### src/rtl/aibcr3aux_osc_pkg.sv
// Shared definitions for the AIB aux oscillator clock-gate controller:
// FSM state encoding and default wake/hold timing.
package aibcr3aux_osc_pkg;

  typedef enum logic [1:0] {
    ST_OFF  = 2'd0,
    ST_WAKE = 2'd1,
    ST_ON   = 2'd2,
    ST_HOLD = 2'd3
  } osc_state_e;

  localparam int unsigned WAKE_CYC_DEF = 4;
  localparam int unsigned HOLD_CYC_DEF = 16;

  // Counter width covering the larger of the two timing windows (at least 1 bit).
  function automatic int unsigned cnt_width(input int unsigned a, input int unsigned b);
    int unsigned m;
    m = (a > b) ? a : b;
    return (m > 1) ? $clog2(m) : 1;
  endfunction

endpackage

### src/rtl/aibcr3aux_osc_clkgate_cnt.sv
// Loadable down-counter with zero flag; timing base for the wake and hold windows.
// Load has priority over decrement and the count never wraps below zero.
module aibcr3aux_osc_clkgate_cnt
  import aibcr3aux_osc_pkg::*;
#(
  parameter int unsigned CW = 4
) (
  input  logic          ckin,
  input  logic          rst,
  input  logic          i_load,
  input  logic [CW-1:0] i_load_val,
  input  logic          i_dec,
  output logic          o_zero_c
);

  logic [CW-1:0] r_cnt;

  always_ff @(posedge ckin or posedge rst) begin
    if (rst) begin
      r_cnt <= '0;
    end else if (i_load) begin
      r_cnt <= i_load_val;
    end else if (i_dec && (r_cnt != '0)) begin
      r_cnt <= r_cnt - CW'(1);
    end
  end

  assign o_zero_c = (r_cnt == '0);

endmodule

### src/rtl/aibcr3aux_osc_clkgate_ctrl.sv
// Oscillator clock-gate controller: wakes the gate on any request, grants per requester,
// and drops the enable after an idle hold window. Define AIBCR3AUX_OSC_CLKGATE_CNT_EN for gate_cnt.
module aibcr3aux_osc_clkgate_ctrl
  import aibcr3aux_osc_pkg::*;
#(
  parameter int unsigned NREQ     = 4,
  parameter int unsigned WAKE_CYC = WAKE_CYC_DEF,
  parameter int unsigned HOLD_CYC = HOLD_CYC_DEF
) (
  input  logic            ckin,
  input  logic            rst,
  input  logic [NREQ-1:0] req,
  input  logic            force_on,
  output logic            en,
  output logic [NREQ-1:0] ack,
  output logic            busy,
  output logic [1:0]      state,
  output logic [15:0]     gate_cnt
);

  localparam int unsigned CW = cnt_width(WAKE_CYC, HOLD_CYC);

  osc_state_e      r_state;
  osc_state_e      w_next;
  logic            r_en;
  logic            r_busy;
  logic [NREQ-1:0] r_ack;
  logic            w_any_req;
  logic            w_load;
  logic [CW-1:0]   w_load_val;
  logic            w_dec;
  logic            w_zero;

  assign w_any_req = |req;

  // Next state and counter control; a load of zero parks the counter in OFF/ON.
  always_comb begin
    w_next     = r_state;
    w_load     = 1'b0;
    w_load_val = '0;
    w_dec      = 1'b0;
    case (r_state)
      ST_OFF: begin
        w_load = 1'b1;
        if (w_any_req) begin
          w_next     = ST_WAKE;
          w_load_val = CW'(WAKE_CYC - 1);
        end
      end
      ST_WAKE: begin
        if (w_zero) w_next = ST_ON;
        else        w_dec  = 1'b1;
      end
      ST_ON: begin
        w_load = 1'b1;
        if (!w_any_req) begin
          w_next     = ST_HOLD;
          w_load_val = CW'(HOLD_CYC - 1);
        end
      end
      ST_HOLD: begin
        if (w_any_req) begin
          w_next = ST_ON;
          w_load = 1'b1;
        end else if (w_zero) begin
          w_next = ST_OFF;
        end else begin
          w_dec = 1'b1;
        end
      end
      default: w_next = ST_OFF;
    endcase
  end

  // Outputs are registered from the next state so en/ack are glitch-free.
  always_ff @(posedge ckin or posedge rst) begin
    if (rst) begin
      r_state <= ST_OFF;
      r_en    <= 1'b0;
      r_busy  <= 1'b0;
      r_ack   <= '0;
    end else begin
      r_state <= w_next;
      r_en    <= (w_next != ST_OFF) | force_on;
      r_busy  <= (w_next != ST_OFF);
      r_ack   <= req & {NREQ{w_next == ST_ON}};
    end
  end

  aibcr3aux_osc_clkgate_cnt #(
    .CW (CW)
  ) u_cnt (
    .ckin       (ckin),
    .rst        (rst),
    .i_load     (w_load),
    .i_load_val (w_load_val),
    .i_dec      (w_dec),
    .o_zero_c   (w_zero)
  );

`ifdef AIBCR3AUX_OSC_CLKGATE_CNT_EN
  logic [15:0] r_gate_cnt;
  logic        w_wake_start;

  assign w_wake_start = (r_state == ST_OFF) && (w_next == ST_WAKE);

  // Saturating count of OFF->WAKE events.
  always_ff @(posedge ckin or posedge rst) begin
    if (rst) begin
      r_gate_cnt <= '0;
    end else if (w_wake_start && (r_gate_cnt != 16'hFFFF)) begin
      r_gate_cnt <= r_gate_cnt + 16'd1;
    end
  end

  assign gate_cnt = r_gate_cnt;
`else
  assign gate_cnt = '0;
`endif

  assign en    = r_en;
  assign ack   = r_ack;
  assign busy  = r_busy;
  assign state = r_state;

endmodule

### config.mk
export PLATFORM = sky130hd
export DESIGN_NAME = aibcr3aux_osc_clkgate_ctrl
export DESIGN_NICKNAME = d
export VERILOG_FILES = /design/src/rtl/aibcr3aux_osc_pkg.sv /design/src/rtl/aibcr3aux_osc_clkgate_cnt.sv /design/src/rtl/aibcr3aux_osc_clkgate_ctrl.sv
export SDC_FILE = /design/constraint.sdc
export NUM_CORES = 1
export LEC_CHECK = 0
export ABC_AREA = 1
export CAP_MARGIN = 20
export CORE_MARGIN = 8
export CORE_UTILIZATION = 45
export DETAILED_ROUTE_END_ITERATION = 12
export PLACE_DENSITY = 0.82
export SYNTH_ARGS = -nofsm -noshare
export SYNTH_HDL_FRONTEND = slang
export SYNTH_HIERARCHICAL = 1
export SYNTH_SLANG_ARGS = --single-unit
### constraint.sdc
create_clock -name ckin -period 3.8 [get_ports ckin]
set_clock_uncertainty 0.15 [all_clocks]
set_input_delay 0.76 -clock ckin [delete_from_list [all_inputs] [get_ports ckin]]
set_output_delay 0.76 -clock ckin [all_outputs]
set_load 0.005 [all_outputs]
---- Word level (Yosys, flattened, before mapping) ----
Cells that the tools add are included.
storage, ports and cells
  flip-flop bits (word level) ............. 12
  input bits .............................. 7
  output and inout bits ................... 24
cells by class
  $add $sub $neg .......................... 1
  eq/ne operators ......................... 4
  multiplexer cells ....................... 16
  bitwise gates (word level) .............. 2
  reduce and logical (&&, ||, !) cells .... 8
operators with widths
  operator                                                            count
  2-bit 2-to-1 mux                                                    6
  4-bit 2-to-1 mux                                                    3
  2-bit case mux with 4 select lines                                  1
  4-bit case mux with 2 select lines                                  1
  2-bit == test, second input constant                                3
  4-bit AND                                                           1
  4-bit logical NOT                                                   1
  1-bit case mux with 2 select lines                                  2
  2-bit nonzero test                                                  2
  4-bit nonzero test                                                  1
  4-bit OR reduction                                                  1
  4-bit by 1-bit subtractor with 4-bit output, second input constant  1
  1-bit 2-to-1 mux                                                    3
  2-bit by 1-bit == test with 1-bit output, second input constant     1
  2-bit logical NOT                                                   1
  2-bit OR reduction                                                  1
  1-bit logical AND                                                   1
  1-bit bitwise OR                                                    1

---- Logic depth before layout (Yosys ltp) ----
  depth after elaboration ................. 7
  gate-level depth with buffers ........... 11

---- Hierarchy ----
Netlist, hierarchy kept.
by module, submodules not included
  module                      instances  cells an instance  area each (µm²)  seq. area each (µm²)
  aibcr3aux_osc_clkgate_ctrl  1          60                 488.0            200.2
  aibcr3aux_osc_clkgate_cnt   1          47                 299.0            100.1

---- Least setup slack after synthesis ----
OpenSTA, ideal clock, no wires.
  path type ............................... input -> register
  from .................................... input req[0]
  to ...................................... register u_cnt.r_cnt[3]
  data arrival time ....................... 1.650 ns
  path slack .............................. 1.884 ns
  stages on the path ...................... 9
  buffers on the path ..................... 0
  path through ............................ nor2_2 > nand2_1 > nand2_1 > nand2_1 > nor2_1 > nand3b_1 > nand2_1 > clkinv_1 > nand2_1
on the way
  elaborated cells between the ends (all ways) .. 10
  those cells by class .................... mux (7); reduce/logical (3)
RTL lines
  element                                                        line                              RTL
  from (decl)                                                    aibcr3aux_osc_clkgate_ctrl.sv:12  input logic [NREQ-1:0] req,
  4-bit OR reduction *                                           aibcr3aux_osc_clkgate_ctrl.sv:34  assign w_any_req = |req;
  1-bit 2-to-1 mux *                                             aibcr3aux_osc_clkgate_ctrl.sv:62  if (w_any_req) begin
  1-bit case mux with 2 select lines *                           aibcr3aux_osc_clkgate_ctrl.sv:42  case (r_state)
  net w_load                                                     aibcr3aux_osc_clkgate_ctrl.sv:29  logic w_load;
  4-bit 2-to-1 mux / 2-bit nonzero test (equally long branches)  n/a
  to (signal assigned)                                           aibcr3aux_osc_clkgate_cnt.sv:22   r_cnt <= i_load_val;
  to (signal assigned)                                           aibcr3aux_osc_clkgate_cnt.sv:24   r_cnt <= r_cnt - CW'(1);
  to (decl)                                                      aibcr3aux_osc_clkgate_cnt.sv:16   logic [CW-1:0] r_cnt;
The timed path passes the listed nets; every way through them passes the cells marked *.
A chain may end at the register's enable or synchronous reset.

---- Worst setup path in the final report ----
Same ends and word-level chain as after synthesis.

==> out/results.ini <==
[routing]
wl_per_cell_microns = 10.9
routed_wl_microns = 1530
drtIter0Drc = 9
vias = 616
remaining_drc_errors = 0
dr.pass1.iters = 4
viasPerCell = 4.37
antenna_left = 0

[yosys]
yosys.area_share.simple_pct = 33.1
syn_area_per_cell_sq_um = 7.36
synth_compound_area_share_pct = 2.38
synth_top_family_by_area = simple AND/OR/NAND/NOR gates
synth_seq_cells = 12
ys_types = 19
yosys_warnings = 6
synthAdderAreaFrac_pct = 1.59
synth-xor-area-share_pct = 0
synthMuxAreaShare_pct = 0
synth-seq-area-share_pct = 38.2
syn_area_sq_um = 787
syn_inst = 107

[floorplanning]
pin_count = 31
die_h_microns = 57.8
core_region_area_sq_um = 1690
die_x_microns = 57.8
die-area_sq_um = 3340
start_util_pct = 46.6
num_rows = 15

[timing]
min_period_ns = 2.23
setup_tns_ns = 0
min_period_over_period_pct = 58.8
setup_slack_ns = 1.57
rsz0062_at_grt = false
finalHoldViolCount = 0
report.final.slew_viol_count = 0
holdWs_ns = 0.404
setup_violations = 0
timing.fmax_ghz = 0.448

[placement]
io_buffer_count = 14
dp_hpwl_microns = 1320
gp_congestion = 0.820
pre_cts_ws_ns = 1.29
placed_cell_area_sq_um = 885

[power_and_ir_drop]
internal-power_uw = 344
switching_share_pct = 38.9
peakVddDrop_mv = 0.384
clkPwrFrac_pct = 17.9
p_comb_share_pct = 47.7
p_leak_nw = 0.513
power_switching_uw = 219
p_per_area_nw_per_um2 = 611
seqPwrFrac_pct = 34.4

[clock_network]
ctsHoldBuffers = 0
cts_buffer_depth = 2
cts.sinks = 12
htree_levels = 1
cts_buffers = 3
cts.clk_slew.worst_paths_ns = 0.08
post_cts_resized = 0
cts_root_buf = clkbuf_4
post-cts-setup-buffer-count = 0
insertion_delay_ns = 0.27
cts_tree = built

[final_layout]
finalInstanceArea_sq_um = 921
syn_to_final_growth_pct = 17.0
num-nets-final = 133
drive_gt1_share_pct = 15.3
mostFrequentLayoutCells = 28 x nand2_1, 16 x conb_1, 15 x inv_1
fill_cells = 171
fin_util_pct = 54.5
final_common_cell = nand2_1
diodes = 0

[global_route]
antenna_found_initial = 0
grt_max_degree = 10
track_usage_pct = 10.7
grt_pass1_wl_microns = 2820
overflow = 0
grt_pass1_vias = 662

[critical_path]
cp_max_fo = 9
end_kind = register
worstPathArrival_ns = 2.25
worst-setup-path-type = in2reg
startpoint_type = primary input
cp_data_required_time_ns = 3.82

[worst_hold_path]
hold_path.class = reg2reg

[run_status]
outcome = finished, final reports clean

[run]
maxCapViolCount = 0

through the flow:
stage               cells  power [mW]
CTS                   141       0.574
finish                141       0.563
detailed placement    137       0.467
global route          141       0.629
global placement      137       0.456
floorplan             122       0.378
kinds of logic after synthesis:
family / after synthesis
simple gates: 55
buf+inv: 35
flops: 12
compound gates: 3
fa+ha+maj: 1
other cells: 1
synthesized netlist by cell type:
cell       n  area (sq um)
o21ai_0    2          10.0
nand3b_1   2          15.0
dfrtp_1   12           300
nor2_1     9          33.8
or2_4      1          8.76
nand2_4    1          11.3
buf_4     16           120
nand3_2    1          10.0
nor2_2     3          18.8
inv_1     15          56.3
nand3_1    4          20.0
inv_2      3          11.3
nand2_1   28           105
nand2_2    5          31.3
o21ai_2    1          8.76
conb_1     1          3.75
nand4_1    1          6.26
ha_1       1          12.5
clkinv_1   1          3.75
sequential cells by signal, summed over array words and instances (netlist names):
| name | cells |
|---|---|
| ack | 4 |
| u_cnt/r_cnt | 4 |
| state | 2 |
| busy | 1 |
| en | 1 |
power groups by stage:
stage | registers (mW) | logic (mW) | clock network (mW)
after floorplan | 0.194 | 0.184 | 0
after global placement | 0.196 | 0.260 | 0
after detailed placement | 0.196 | 0.271 | 0
after CTS | 0.194 | 0.274 | 0.105
after global routing | 0.200 | 0.315 | 0.114
final | 0.194 | 0.268 | 0.100
routing by layer:
layer  vias to the layer above  GRT usage, %  wire (microns)  share of wire [%]
met5                         -             0               0                  0
met4                         0          4.20              17                1.1
met3                         2          4.19             111                7.2
met2                        15          20.4             846                 55
met1                       281          9.92             559                 36
li1                        318             -               -                  -
final cells by class:
class                      instances  area (sq um)  area share (%)
multi-input combinational         75           352            38.2
sequential                        12           300            32.6
timing repair buffer              14           140            15.2
inverter                          19          71.3            7.74
clock buffer                       4          36.3            3.94
tap                               17          21.3            2.31
path summary, 6_finish.rpt:
kind | start | to | slack (ns) | cells after the start
hold / removal | u_cnt/r_cnt[0] | u_cnt/r_cnt[0] | 0.40 | 2
setup / recovery | req[0] | u_cnt/r_cnt[3] | 1.57 | 10
max in group asynchronous | rst | busy | 2.66 | 2
setup reg to reg | u_cnt/r_cnt[0] | en | 2.10 | 9
hold reg to reg | u_cnt/r_cnt[0] | u_cnt/r_cnt[0] | 0.40 | 2
min in group asynchronous | rst | u_cnt/r_cnt[2] | 0.55 | 2
worst max-delay path, cell delays in order:
cell and delay [ns]:
clkdlybuf4s50_1 0.43, nor2_2 0.16, nand2_1 0.09, nand2_1 0.09, nand2_1 0.18, nor2_1 0.26, nand3b_1 0.14, nand2_1 0.05
clkinv_1 0.04, nand2_1 0.04
Power figures use the tool's default switching activity.
